### config.mk
export PLATFORM = sky130hd
export DESIGN_NAME = axis_frame_mode_ctrl
export DESIGN_NICKNAME = d
export VERILOG_FILES = /design/src/rtl/frame_ctrl_pkg.sv /design/src/rtl/sw_debounce.sv /design/src/rtl/axis_frame_mode_ctrl.sv
export SDC_FILE = /design/constraint.sdc
export NUM_CORES = 1
export LEC_CHECK = 0
export ABC_AREA = 1
export CORE_ASPECT_RATIO = 2
export CORE_MARGIN = 4
export CORE_UTILIZATION = 40
export DETAILED_ROUTE_END_ITERATION = 7
export SLEW_MARGIN = 20
export SYNTH_ARGS = -nofsm -noshare
export SYNTH_HDL_FRONTEND = slang
export SYNTH_SLANG_ARGS = --single-unit
### constraint.sdc
create_clock -name aclk -period 1.8 [get_ports aclk]
set_input_delay 0.18 -clock aclk [delete_from_list [all_inputs] [get_ports aclk]]
set_output_delay 0.18 -clock aclk [all_outputs]
set_load 0.02 [all_outputs]
### src/rtl/frame_ctrl_pkg.sv
// Shared types and default geometry for the AXI4-Stream frame sequencer.
package frame_ctrl_pkg;

  typedef enum logic [0:0] {
    StIdle   = 1'b0,
    StActive = 1'b1
  } state_e;

  localparam int unsigned HActiveDefault = 640;
  localparam int unsigned VActiveDefault = 480;

endpackage

### src/rtl/sw_debounce.sv
// Synchronizes an asynchronous switch and changes the output only after it
// has held its new level for DebCycles consecutive clocks.
module sw_debounce #(
  parameter int unsigned SyncStages = 2,
  parameter int unsigned DebCycles  = 1_000_000
) (
  input  logic clk_i,
  input  logic rst_ni,
  input  logic sw_i,
  output logic sw_o
);

  localparam int unsigned CntW = (DebCycles > 1) ? $clog2(DebCycles) : 1;
  localparam logic [CntW-1:0] CntMax = CntW'(DebCycles - 1);

  logic [SyncStages-1:0] sync_q;
  logic                  sw_sync;
  logic                  sw_q, sw_d;
  logic [CntW-1:0]       cnt_q, cnt_d;

  assign sw_sync = sync_q[SyncStages-1];

  always_ff @(posedge clk_i or negedge rst_ni) begin
    if (!rst_ni) begin
      sync_q <= '0;
      sw_q   <= 1'b0;
      cnt_q  <= '0;
    end else begin
      sync_q <= {sync_q[SyncStages-2:0], sw_i};
      sw_q   <= sw_d;
      cnt_q  <= cnt_d;
    end
  end

  // Any cycle where the synced level agrees with the output restarts the count.
  always_comb begin
    sw_d  = sw_q;
    cnt_d = '0;
    if (sw_sync != sw_q) begin
      if (cnt_q == CntMax) begin
        sw_d  = sw_sync;
      end else begin
        cnt_d = cnt_q + CntW'(1);
      end
    end
  end

  assign sw_o = sw_q;

endmodule

### src/rtl/axis_frame_mode_ctrl.sv
// Frame-level sequencer for the unsharp-filter path: tracks beat position,
// flags line/frame boundaries, latches the filter mode at start of frame.
module axis_frame_mode_ctrl
  import frame_ctrl_pkg::*;
#(
  parameter int unsigned H_ACTIVE    = HActiveDefault,
  parameter int unsigned V_ACTIVE    = VActiveDefault,
  parameter int unsigned SYNC_STAGES = 2,
  parameter int unsigned DEB_CYCLES  = 1_000_000
) (
  input  logic                        aclk,
  input  logic                        aresetn,
  input  logic                        sw_0,
  input  logic                        s_axis_tvalid,
  input  logic                        s_axis_tready,
  input  logic                        s_axis_tuser,
  input  logic                        s_axis_tlast,
  input  logic                        clr_err,
  output logic                        filter_en,
  output logic                        col_first,
  output logic                        col_last,
  output logic                        row_first,
  output logic                        row_last,
  output logic [$clog2(H_ACTIVE)-1:0] x_cnt,
  output logic [$clog2(V_ACTIVE)-1:0] y_cnt,
  output logic                        frame_done,
  output logic                        err_short_line,
  output logic                        err_long_line,
  output logic                        err_frame,
  output logic                        in_frame
);

  localparam int unsigned XW = $clog2(H_ACTIVE);
  localparam int unsigned YW = $clog2(V_ACTIVE);
  localparam logic [XW-1:0] XLast = XW'(H_ACTIVE - 1);
  localparam logic [YW-1:0] YLast = YW'(V_ACTIVE - 1);

  state_e          state_q, state_d;
  logic [XW-1:0]   x_q, x_d;
  logic [YW-1:0]   y_q, y_d;
  logic            filter_en_q, filter_en_d;
  logic            done_q, done_d;
  logic            short_q, short_d;
  logic            long_q, long_d;
  logic            frame_err_q, frame_err_d;
  logic            resync_q, resync_d;
  logic            set_short, set_long, set_frame;
  logic            beat;
  logic            sw_deb;

  sw_debounce #(
    .SyncStages (SYNC_STAGES),
    .DebCycles  (DEB_CYCLES)
  ) u_sw_debounce (
    .clk_i  (aclk),
    .rst_ni (aresetn),
    .sw_i   (sw_0),
    .sw_o   (sw_deb)
  );

  assign beat = s_axis_tvalid && s_axis_tready;

  // State register. resync_q marks "came out of reset, stream position unknown".
  always_ff @(posedge aclk or negedge aresetn) begin
    if (!aresetn) begin
      state_q     <= StIdle;
      x_q         <= '0;
      y_q         <= '0;
      filter_en_q <= 1'b0;
      done_q      <= 1'b0;
      short_q     <= 1'b0;
      long_q      <= 1'b0;
      frame_err_q <= 1'b0;
      resync_q    <= 1'b1;
    end else begin
      state_q     <= state_d;
      x_q         <= x_d;
      y_q         <= y_d;
      filter_en_q <= filter_en_d;
      done_q      <= done_d;
      short_q     <= short_d;
      long_q      <= long_d;
      frame_err_q <= frame_err_d;
      resync_q    <= resync_d;
    end
  end

  // Next-state logic: position tracking and error event detection.
  always_comb begin
    state_d     = state_q;
    x_d         = x_q;
    y_d         = y_q;
    filter_en_d = filter_en_q;
    done_d      = 1'b0;
    resync_d    = resync_q;
    set_short   = 1'b0;
    set_long    = 1'b0;
    set_frame   = 1'b0;

    if (beat) begin
      if (s_axis_tuser) begin
        // A tuser beat is column 0 of row 0; the next beat is column 1.
        state_d     = StActive;
        x_d         = XW'(1);
        y_d         = '0;
        filter_en_d = sw_deb;
        resync_d    = 1'b0;
        set_frame   = (state_q == StActive);
      end else begin
        case (state_q)
          StIdle: begin
            set_frame = !resync_q;
          end
          StActive: begin
            if (s_axis_tlast) begin
              set_short = (x_q != XLast);
              x_d       = '0;
              if (y_q == YLast) begin
                y_d     = '0;
                state_d = StIdle;
                done_d  = 1'b1;
              end else begin
                y_d     = y_q + YW'(1);
              end
            end else if (x_q == XLast) begin
              set_long = 1'b1;
            end else begin
              x_d = x_q + XW'(1);
            end
          end
          default: begin
            state_d = StIdle;
          end
        endcase
      end
    end

    // A new error event outranks a simultaneous clear.
    short_d     = set_short | (short_q     & ~clr_err);
    long_d      = set_long  | (long_q      & ~clr_err);
    frame_err_d = set_frame | (frame_err_q & ~clr_err);
  end

  // Outputs. Boundary flags only describe a position while inside a frame.
  always_comb begin
    in_frame       = (state_q == StActive);
    col_first      = in_frame && (x_q == '0);
    col_last       = in_frame && (x_q == XLast);
    row_first      = in_frame && (y_q == '0);
    row_last       = in_frame && (y_q == YLast);
    x_cnt          = x_q;
    y_cnt          = y_q;
    filter_en      = filter_en_q;
    frame_done     = done_q;
    err_short_line = short_q;
    err_long_line  = long_q;
    err_frame      = frame_err_q;
  end

endmodule

==> results of run 1 <==
## power by group
| part | internal (uW) | switching, uW | leakage [uW] |
|---|---|---|---|
| logic | 210 | 265 | 0.000991 |
| clock network | 497 | 393 | 0.0000655 |
| registers | 1150 | 43.9 | 0.000661 |
## flip-flops by register name (all words and copies together) (netlist names)
signal	cells
u_sw_debounce.cnt_q	20
x_cnt	10
y_cnt	9
u_sw_debounce.sync_q	2
err_frame	1
err_long_line	1
err_short_line	1
filter_en	1
frame_done	1
in_frame	1
resync_q	1
u_sw_debounce.sw_o	1
## per-layer routing
| metal | track usage [%] | share of wire, % | vias up |
|---|---|---|---|
| li1 | - | - | 1253 |
| met4 | 6.459 | 2.2 | 0 |
| met2 | 32.95 | 57 | 50 |
| met1 | 19.93 | 38 | 1174 |
| met5 | 0 | 0 | - |
| met3 | 2.657 | 2.8 | 10 |
## logic make-up (layout without fill, tap and decap cells)
| logic type | count (synthesis) | after routing |
|---|---|---|
| AND/OR/NAND/NOR | 189 | 189 |
| buffers and inverters | 57 | 130 |
| multiplexers | 1 | 1 |
| AO/OA/AOI/OAI | 34 | 34 |
| flip-flops | 49 | 49 |
| adder cells (fa/ha/maj) | 5 | 5 |
| XOR/XNOR | 14 | 14 |
## worst reg2reg max path, stage by stage, from the launching register on
cell and delay [ns]:
dfrtp_1 0.37, ha_2 0.20, nand2_2 0.09, nor2_4 0.14, buf_4 0.14, nand4_4 0.12
nand2_4 0.13, inv_2 0.09, nand2_1 0.08, o21ai_1 0.07
## cell type report
| type | count | area, sq um |
|---|---|---|
| clock buffer | 5 | 125.1 |
| clock inverter | 1 | 5.005 |
| inverter | 52 | 197.7 |
| fill | 695 | 3219 |
| multi-input combinational | 243 | 1361 |
| tap | 90 | 112.6 |
| sequential | 49 | 1227 |
| timing repair buffer | 72 | 638.1 |
## metrics by stage
| step | area (sq um) | cells |
|---|---|---|
| 2_1_floorplan | 2833 | 349 |
| 3_3_place_gp | 3530 | 504 |
| 3_5_place_dp | 3530 | 504 |
| 4_1_cts | 3664 | 511 |
| 5_1_grt | 3667 | 512 |
| 6_report | 3667 | 512 |
## placed cells by master, fill, tap and decap left out, types with 5 or more instances in the layout
cell             netlist  layout
nand2_1               66      65
xor2_1                11      11
a21oi_1                5       5
o21ai_0               12      12
o21ai_2                6       6
nor2_1                47      47
inv_1                 47      47
nand2_2               11      12
buf_4                  2      35
o21ai_1                6       6
dfrtp_1               48      48
nand4_1               11      11
nor3_1                 8       8
nor2_2                 6       6
nor2_4                 6       6
clkdlybuf4s50_1        0      31
clkbuf_16              0       5
nand3_1               19      19
## worst min path at each step
stage / from / end / cells past startpoint
after global routing: sw_0 / u_sw_debounce.sync_q[0] / 1
after detailed placement: aresetn / u_sw_debounce.cnt_q[15] / 1
after global placement: aresetn / u_sw_debounce.cnt_q[15] / 1
final: sw_0 / u_sw_debounce.sync_q[0] / 1
after CTS: sw_0 / u_sw_debounce.sync_q[0] / 1
after floorplan: aresetn / err_frame / 0
## what timing repair did
action                     in CTS  in global routing
pin swaps                       0                  0
setup endpoints to repair       4                  4
gates resized for setup        10                 11
hold buffers                    1                  0
setup buffers                   0                  1
hold endpoints to repair       16                  0
==> results.sh, run 1 <==
export IMPL_die_area_sq_mm=0.008557
export IMPL_clock_skew_ns=0.004959
export IMPL_end_kind="primary output"
export IMPL_hold_viol=0
export IMPL_cp_max_fo=4
export IMPL_clk_insertion_delay_late_ns=0.29
export IMPL_synth_edf_count=0
export IMPL_avgSynthCellArea_sq_um=8.099
export IMPL_yosys_warnings=0
export IMPL_numPortBuffers=36
export IMPL_wl_per_cell_um=13.46
export IMPL_tightest_slew_ns=0.4797
export IMPL_drc=0
export IMPL_setup_worst_path_end="col_last"
export IMPL_h_tree_depth=2
export IMPL_leakagePower_uw=0.001717
export IMPL_worstSetupStartpointType="flip-flop"
export IMPL_arrival_ns=1.50
export IMPL_clk_pin_slew_worst_paths_ns=0.06
export IMPL_cts_root_buf="clkbuf_16"
export IMPL_cts_buffers_inserted=5
export IMPL_initial_core_util_pct=41.04
export IMPL_synth_fa_ha_area_share_pct=2.213
export IMPL_synth_area_leaders="dfrtp_1 42%, nand2_1 8.8%, inv_1 6.2%"
export IMPL_yosys_area_share_xor_xnor_pct=4.338
export IMPL_tns_ns=0
export IMPL_clock_path_buffers=2
export IMPL_synth_distinct_cells=35
export IMPL_synth_compound_area_share_pct=7.171
export IMPL_setup_viol=0
export IMPL_syn_to_final_growth_pct=29.75
export IMPL_fin_util_pct=53.25
export IMPL_yosysTopAreaCell="dfrtp_1"
export IMPL_hold_slack_ns=0.3325
export IMPL_cp_num_cells=6
export IMPL_postSynthCellCount=349
export IMPL_drive_gt1_share_pct=22.75
export IMPL_cap_violations=0
export IMPL_io_pins=37
export IMPL_place_gp_congestion=0.8990
export IMPL_clock_sinks=49
export IMPL_yosys_area_share_simple_pct=33.64
export IMPL_core_area_sq_mm=0.006887
export IMPL_critPathRequiredTime_ns=1.62
export IMPL_drt_iter0_drc=117
export IMPL_antenna_found_initial=0
export IMPL_grt_first_pass_wirelength_um=11670
export IMPL_path_buf_inv=1
export IMPL_syn_cell_area_sq_mm=0.002826
export IMPL_yosys_most_used_dff="dfrtp_1"
export IMPL_grt_max_degree=24
export IMPL_row_count=43
export IMPL_drv_slew=0
export IMPL_grt_overflow=0
export IMPL_wirelength_um=6889
export IMPL_yosysTopAreaCellShare_pct=42.50
export IMPL_post_route_min_period_ns=1.680
export IMPL_final_period_utilization_pct=93.32
export IMPL_reg2reg_to="x_cnt[3]"
export IMPL_grt_setup_unrepaired="no"
export IMPL_yosys_cell_count_top_type="nand2_1"
export IMPL_ant_nets=0
export IMPL_firstDrtPassIters=4
export IMPL_max_stage_delay_ns=0.37
export IMPL_synth_seq_cells=49
export IMPL_dpl_worst_slack_ns=-0.08515
export IMPL_via_per_inst=4.857
export IMPL_hold_class="in -> reg"
export IMPL_r2r_start="x_cnt[1]"
export IMPL_antenna_cells=0
export IMPL_yosysSeqAreaShare_pct=43.43
export IMPL_critical_path_top_delay_family="simple AND/OR/NAND/NOR gates"
export IMPL_ys_async_sr_fraction_pct=100.0
export IMPL_track_usage_pct=17.90
export IMPL_cts_tree="done"
export IMPL_first_global_vias=2502
export IMPL_peakVddDrop_v=0.0008056
export IMPL_slowest_stage="dfrtp_1"
export IMPL_dr_total_vias=2487
export IMPL_synth_top_family_by_area="simple AND/OR/NAND/NOR gates"
export IMPL_worst_setup_path_type="reg -> out"
export IMPL_status="finished, final reports clean"
export IMPL_worst_slack_ns=0.1203
export IMPL_cp_startpoint="x_cnt[1]"
export IMPL_max_freq_mhz=595.3
export IMPL_p_per_area_mw_per_mm2=697.3
export IMPL_total_power_uw=2557
export IMPL_synthMuxAreaShare_pct=0.3984
export IMPL_crit_chain="ha_2 -> nand2_2 -> nor2_4 -> nand2_2 -> nor4_2 -> buf_4"
export IMPL_die_y_um=126.9
export IMPL_synthesis_nets=362
export IMPL_finish_net_count=436
export IMPL_cpMostUsedCell="nand2_2"
export IMPL_synth_commonest_cells="66 x nand2_1, 48 x dfrtp_1, 47 x inv_1, 47 x nor2_1, 19 x nand3_1"
export IMPL_place_hpwl_um=5457
export IMPL_slew_headroom_pct=68.02
export IMPL_die_w_um=67.44
export IMPL_r2r_cells=9
export IMPL_r2r_slack_ns=0.26
(Power assumes the default switching activity.)
==> run 2, diff against run 1 <==
--- a/config.mk
+++ b/config.mk
@@ -7,7 +7,6 @@
 export LEC_CHECK = 0
 export ABC_AREA = 1
 export CORE_ASPECT_RATIO = 2
-export CORE_MARGIN = 4
 export CORE_UTILIZATION = 40
 export DETAILED_ROUTE_END_ITERATION = 7
 export SLEW_MARGIN = 20
==> run 2 against run 1 <==
Against the previous run: via count fell by 0.24%; clock power rose by 4.3%; critical endpoint unchanged; cell area fell by 0.89%; non-clock buffer count fell by 6; final cell count fell by 0.78%.
==> results.sh, run 2 (synthesis gave the netlist of run 1 again) <==
export IMPL_status="finished, final reports clean"
export IMPL_fillers=678
export IMPL_firstDrtPassIters=7
export IMPL_worst_setup_path_type="reg -> out"
export IMPL_cp_max_fo=4
export IMPL_peakVddDrop_v=0.0004415
export IMPL_final_cell_mix="66 x nand2_1, 48 x dfrtp_1, 47 x inv_1, 47 x nor2_1, 31 x clkdlybuf4s50_1"
export IMPL_die_w_um=61.44
export IMPL_antenna_found_initial=0
export IMPL_io_pins=37
export IMPL_grt_first_pass_wirelength_um=10840
export IMPL_post_route_min_period_ns=1.703
export IMPL_largest_register_ffs=20
export IMPL_critPathRequiredTime_ns=1.62
export IMPL_arrival_ns=1.52
export IMPL_row_count=43
export IMPL_core_area_sq_mm=0.006887
export IMPL_die_area_sq_mm=0.007427
export IMPL_multi_input_area_sq_mm=0.001356
export IMPL_wl_per_cell_um=12.82
export IMPL_tightest_slew_ns=0.4047
export IMPL_dr_total_vias=2481
export IMPL_track_usage_pct=19.69
export IMPL_max_freq_mhz=587.3
export IMPL_slew_headroom_pct=72.93
export IMPL_grt_overflow=0
export IMPL_ff_latch_area_sq_mm=0.001227
export IMPL_numPortBuffers=36
export IMPL_r2r_cells=9
export IMPL_cap_violations=0
export IMPL_drive_gt1_share_pct=21.05
export IMPL_first_global_vias=2414
export IMPL_drv_slew=0
export IMPL_die_y_um=120.9
export IMPL_initial_core_util_pct=41.04
export IMPL_wirelength_um=6513
export IMPL_finish_net_count=430
export IMPL_cts_tree="done"
export IMPL_top_register="u_sw_debounce.cnt_q"
export IMPL_p_per_area_mw_per_mm2=710.9
export IMPL_final_period_utilization_pct=94.60
export IMPL_h_tree_depth=2
export IMPL_setup_viol=0
export IMPL_clock_path_buffers=2
export IMPL_cts_buffers_inserted=5
export IMPL_leakagePower_uw=0.001690
export IMPL_place_gp_congestion=0.9030
export IMPL_dpl_worst_slack_ns=-0.05031
export IMPL_via_per_inst=4.884
export IMPL_syn_to_final_growth_pct=28.60
export IMPL_drc=0
export IMPL_hold_viol=0
export IMPL_place_hpwl_um=4885
export IMPL_worst_slack_ns=0.09717
export IMPL_grt_setup_unrepaired="no"
export IMPL_ant_nets=0
export IMPL_final_common_cell="nand2_1"
export IMPL_clock_sinks=49
export IMPL_clock_skew_ns=0.004339
export IMPL_grt_max_degree=50
export IMPL_tns_ns=0
export IMPL_clk_insertion_delay_late_ns=0.29
export IMPL_min_path_cells=1
export IMPL_end_kind="primary output"
export IMPL_hold_class="in -> reg"
export IMPL_drt_iter0_drc=119
export IMPL_cts_root_buf="clkbuf_16"
export IMPL_antenna_cells=0
export IMPL_worstSetupStartpointType="flip-flop"
export IMPL_clk_pin_slew_worst_paths_ns=0.06
==> run 2: cell count changes in the layout (fill, tap and decap cells not counted), sizes merged <==
| cell | delta |
|---|---|
| buf | -6 |
| clkbuf | +2 |
| clkinv | -1 |
| clkinvlp | +1 |
==> run 2: timing repair <==
action,in CTS,in global routing
setup endpoints to repair,4,3
endpoints found under the hold margin,48,0
buffers inserted,0,0
resized for setup,12,5
hold buffers,1,0
==> run 2: metal layers <==
| layer | vias up | GRT usage (%) | wire (um) |
|---|---|---|---|
| li1 | 1246 | - | - |
| met1 | 1157 | 23.08 | 2646 |
| met2 | 62 | 33.90 | 3488 |
| met3 | 16 | 3.092 | 199 |
| met4 | 0 | 8.750 | 178 |
| met5 | - | 0 | 0 |
==> run 2: power by group <==
group          internal (uW)  switching [uW]
sequential              1150            43.9
combinational            204             261
clock                    517             410
==> run 2: final timing paths <==
check                      slack (ns)                      end                    start
min reg2reg                      0.36  u_sw_debounce.sync_q[1]  u_sw_debounce.sync_q[0]
min                              0.33  u_sw_debounce.sync_q[0]                     sw_0
min in group asynchronous        0.42  u_sw_debounce.cnt_q[17]                  aresetn
max                               0.1                 col_last                 x_cnt[0]
max reg2reg                      0.27                 x_cnt[4]                 x_cnt[0]
max in group asynchronous        1.09                 resync_q                  aresetn
==> run 2: stage by stage <==
stage	instances	utilization [%]	area [sq um]	total power [uW]	hold slack, ns
after global placement	499	50.89	3505	1690	0.1962
after detailed placement	499	50.89	3505	1694	0.1955
after CTS	508	53.02	3651	2627	0.3216
after floorplan	349	-	2833	1452	-0.1156
final	508	52.78	3635	2584	0.3264
after global routing	508	52.78	3635	2712	0.3217
==> run 2: cell type report <==
class                      instances  share of cell area [%]
clock buffer                       7                   3.649
clock inverter                     1                  0.2065
inverter                          52                   5.439
multi-input combinational        243                   37.31
sequential                        49                   33.77
tap                               90                   3.098
timing repair buffer              66                   16.52
==> run 2: critical path, cell delays in order (launching register included) <==
cell and delay, ns:
dfrtp_1 0.38, ha_1 0.19, nand2_2 0.10, nor2_4 0.13, nand2_1 0.08, nor4_2 0.15
buf_2 0.21
==> run 3, diff against run 2 <==
==> constraint.sdc (replaced) <==
create_clock -name aclk -period 1.8 [get_ports aclk]
set_input_delay 0.18 -clock aclk [delete_from_list [all_inputs] [get_ports aclk]]
set_output_delay 0.18 -clock aclk [all_outputs]
set_load 0.1 [all_outputs]
==> run 3 against run 2 <==
Against the previous run: the run now ends with setup timing left; largest power group unchanged; sequential power is 4% higher; maximum frequency is 7.1% lower; hold slack better by 0.0019 ns; critical path depth stayed put; via count is 2.2% lower; setup slack worse by 0.13 ns; highest routed layer unchanged; flip-flop and latch count stayed put.
==> results.sh, run 3 (synthesis gave the netlist of run 1 again) <==
export IMPL_placed_area_sq_mm=0.003517
export IMPL_hold_viol=0
export IMPL_peakVddDrop_v=0.0005139
export IMPL_wirelength_um=6425
export IMPL_top_register="u_sw_debounce.cnt_q"
export IMPL_grt_setup_unrepaired="yes"
export IMPL_cap_violations=0
export IMPL_cts_buffers_inserted=5
export IMPL_final_period_utilization_pct=101.9
export IMPL_setup_viol=1
export IMPL_max_stage_delay_ns=0.46
export IMPL_cts_tree="done"
export IMPL_worstSetupStartpointType="flip-flop"
export IMPL_end_kind="primary output"
export IMPL_r2r_slack_ns=0.21
export IMPL_arrival_ns=1.65
export IMPL_placedCellCount=479
export IMPL_clk_insertion_delay_late_ns=0.29
export IMPL_clk_pin_slew_worst_paths_ns=0.07
export IMPL_die_w_um=61.44
export IMPL_violations="setup timing"
export IMPL_ant_nets=0
export IMPL_final_cells=491
export IMPL_grt_overflow=0
export IMPL_firstDrtPassIters=6
export IMPL_syn_to_final_growth_pct=32.67
export IMPL_fin_util_pct=54.45
export IMPL_track_usage_pct=20.07
export IMPL_worst_setup_path_type="reg -> out"
export IMPL_cts_root_buf="clkbuf_16"
export IMPL_post_route_min_period_ns=1.834
export IMPL_dr_total_vias=2427
export IMPL_place_hpwl_um=4916
export IMPL_h_tree_depth=2
export IMPL_via_per_inst=4.943
export IMPL_largest_register_ffs=20
export IMPL_numPortBuffers=36
export IMPL_worst_slack_ns=-0.03389
export IMPL_crit_chain="ha_4 -> nand2_4 -> nor2_4 -> nand2_4 -> nor4_4 -> buf_12"
export IMPL_wl_per_cell_um=13.09
export IMPL_final_common_cell="nand2_1"
export IMPL_max_freq_mhz=545.3
export IMPL_drv_slew=0
export IMPL_drive_gt1_share_pct=32.92
export IMPL_tns_ns=-0.03389
export IMPL_io_pins=37
export IMPL_row_count=43
export IMPL_p_per_area_mw_per_mm2=881.7
export IMPL_slew_headroom_pct=70.54
export IMPL_finish_net_count=413
export IMPL_slowest_stage="dfrtp_4"
export IMPL_drc=0
export IMPL_clock_sinks=49
export IMPL_grt_first_pass_wirelength_um=11080
export IMPL_critPathRequiredTime_ns=1.62
export IMPL_status="finished, violations left"
export IMPL_drt_iter0_drc=125
export IMPL_cpMostUsedCell="nand2_4"
export IMPL_antenna_found_initial=0
export IMPL_die_y_um=120.9
export IMPL_place_gp_congestion=0.8405
export IMPL_core_area_sq_mm=0.006887
export IMPL_first_global_vias=2530
export IMPL_hold_class="in -> reg"
export IMPL_leakagePower_uw=0.001711
export IMPL_tightest_slew_ns=0.4418
export IMPL_hold_slack_ns=0.3283
export IMPL_die_area_sq_mm=0.007427
export IMPL_antenna_cells=0
export IMPL_cp_max_fo=5
export IMPL_clock_path_buffers=2
export IMPL_clock_skew_ns=0.004378
export IMPL_final_cell_mix="64 x nand2_1, 46 x nor2_1, 43 x inv_1"
export IMPL_initial_core_util_pct=41.04
export IMPL_grt_max_degree=21
export IMPL_final_area_sq_mm=0.003750
-- run 3: cell count changes in the layout (fill, tap and decap cells not counted), moves of 5 or more --
| cell | before | now |
|---|---|---|
| buf_4 | 26 | 31 |
| clkdlybuf4s50_1 | 31 | 6 |
| dfrtp_2 | 0 | 13 |
| buf_12 | 3 | 9 |
| dfrtp_1 | 48 | 28 |
| dfrtp_4 | 0 | 7 |
-- run 3: worst paths after layout --
kind / from / to / depth (start not counted)
setup / recovery: x_cnt[0] / col_last / 6
hold / removal: sw_0 / u_sw_debounce.sync_q[0] / 1
setup reg to reg: x_cnt[0] / x_cnt[4] / 8
hold reg to reg: u_sw_debounce.sync_q[0] / u_sw_debounce.sync_q[1] / 0
max in group asynchronous: aresetn / x_cnt[0] / 3
min in group asynchronous: aresetn / u_sw_debounce.cnt_q[1] / 2
-- run 3: layout make-up --
class,instances,area [sq um]
Clock inverter,2,37.54
Tap cell,90,112.6
Clock buffer,6,138.9
Inverter,52,205.2
Sequential cell,49,1270
Fill cell,687,3137
Multi-Input combinational cell,243,1486
Timing Repair Buffer,49,499.2
-- run 3: critical path: cells and delay by family, from the launching register on --
kind / cells / cell delay (ns)
and+or+nand+nor: 4 / 0.53
buffers and inverters: 1 / 0.21
adders and majority gates: 1 / 0.15
DFF: 1 / 0.46
-- run 3: metal layers --
metal	wire, um	share of wire, %	vias to the layer above	GRT usage (%)
met5	0	0	-	0
met4	202	3.1	0	10.14
met3	144	2.2	17	2.665
met2	3543	55	40	35.53
met1	2535	39	1154	22.23
li1	-	-	1216	-
-- run 3: report_power, final --
group	switching, uW	internal (uW)	total, uW
Sequential	71.6	1170	1240
Clock	428	694	1120
Combinational	649	298	947
Total	1150	2160	3310
-- run 3: repair_timing --
action                     CTS  global route
hold buffers                 1             0
pin swaps                    4             1
hold endpoints to repair    15             0
setup endpoints to repair    4             3
buffers inserted             3             0
cloned                       0             0
gates resized for setup      6             1
-- run 3: per-stage QoR --
stage                     setup WS (ns)  power [uW]
after CTS                      -0.06639        3346
final                          -0.03389        3306
after detailed placement        0.08167        2188
after global routing           -0.09113        3425
after global placement           0.1269        2175
after floorplan                 -0.5802        1885
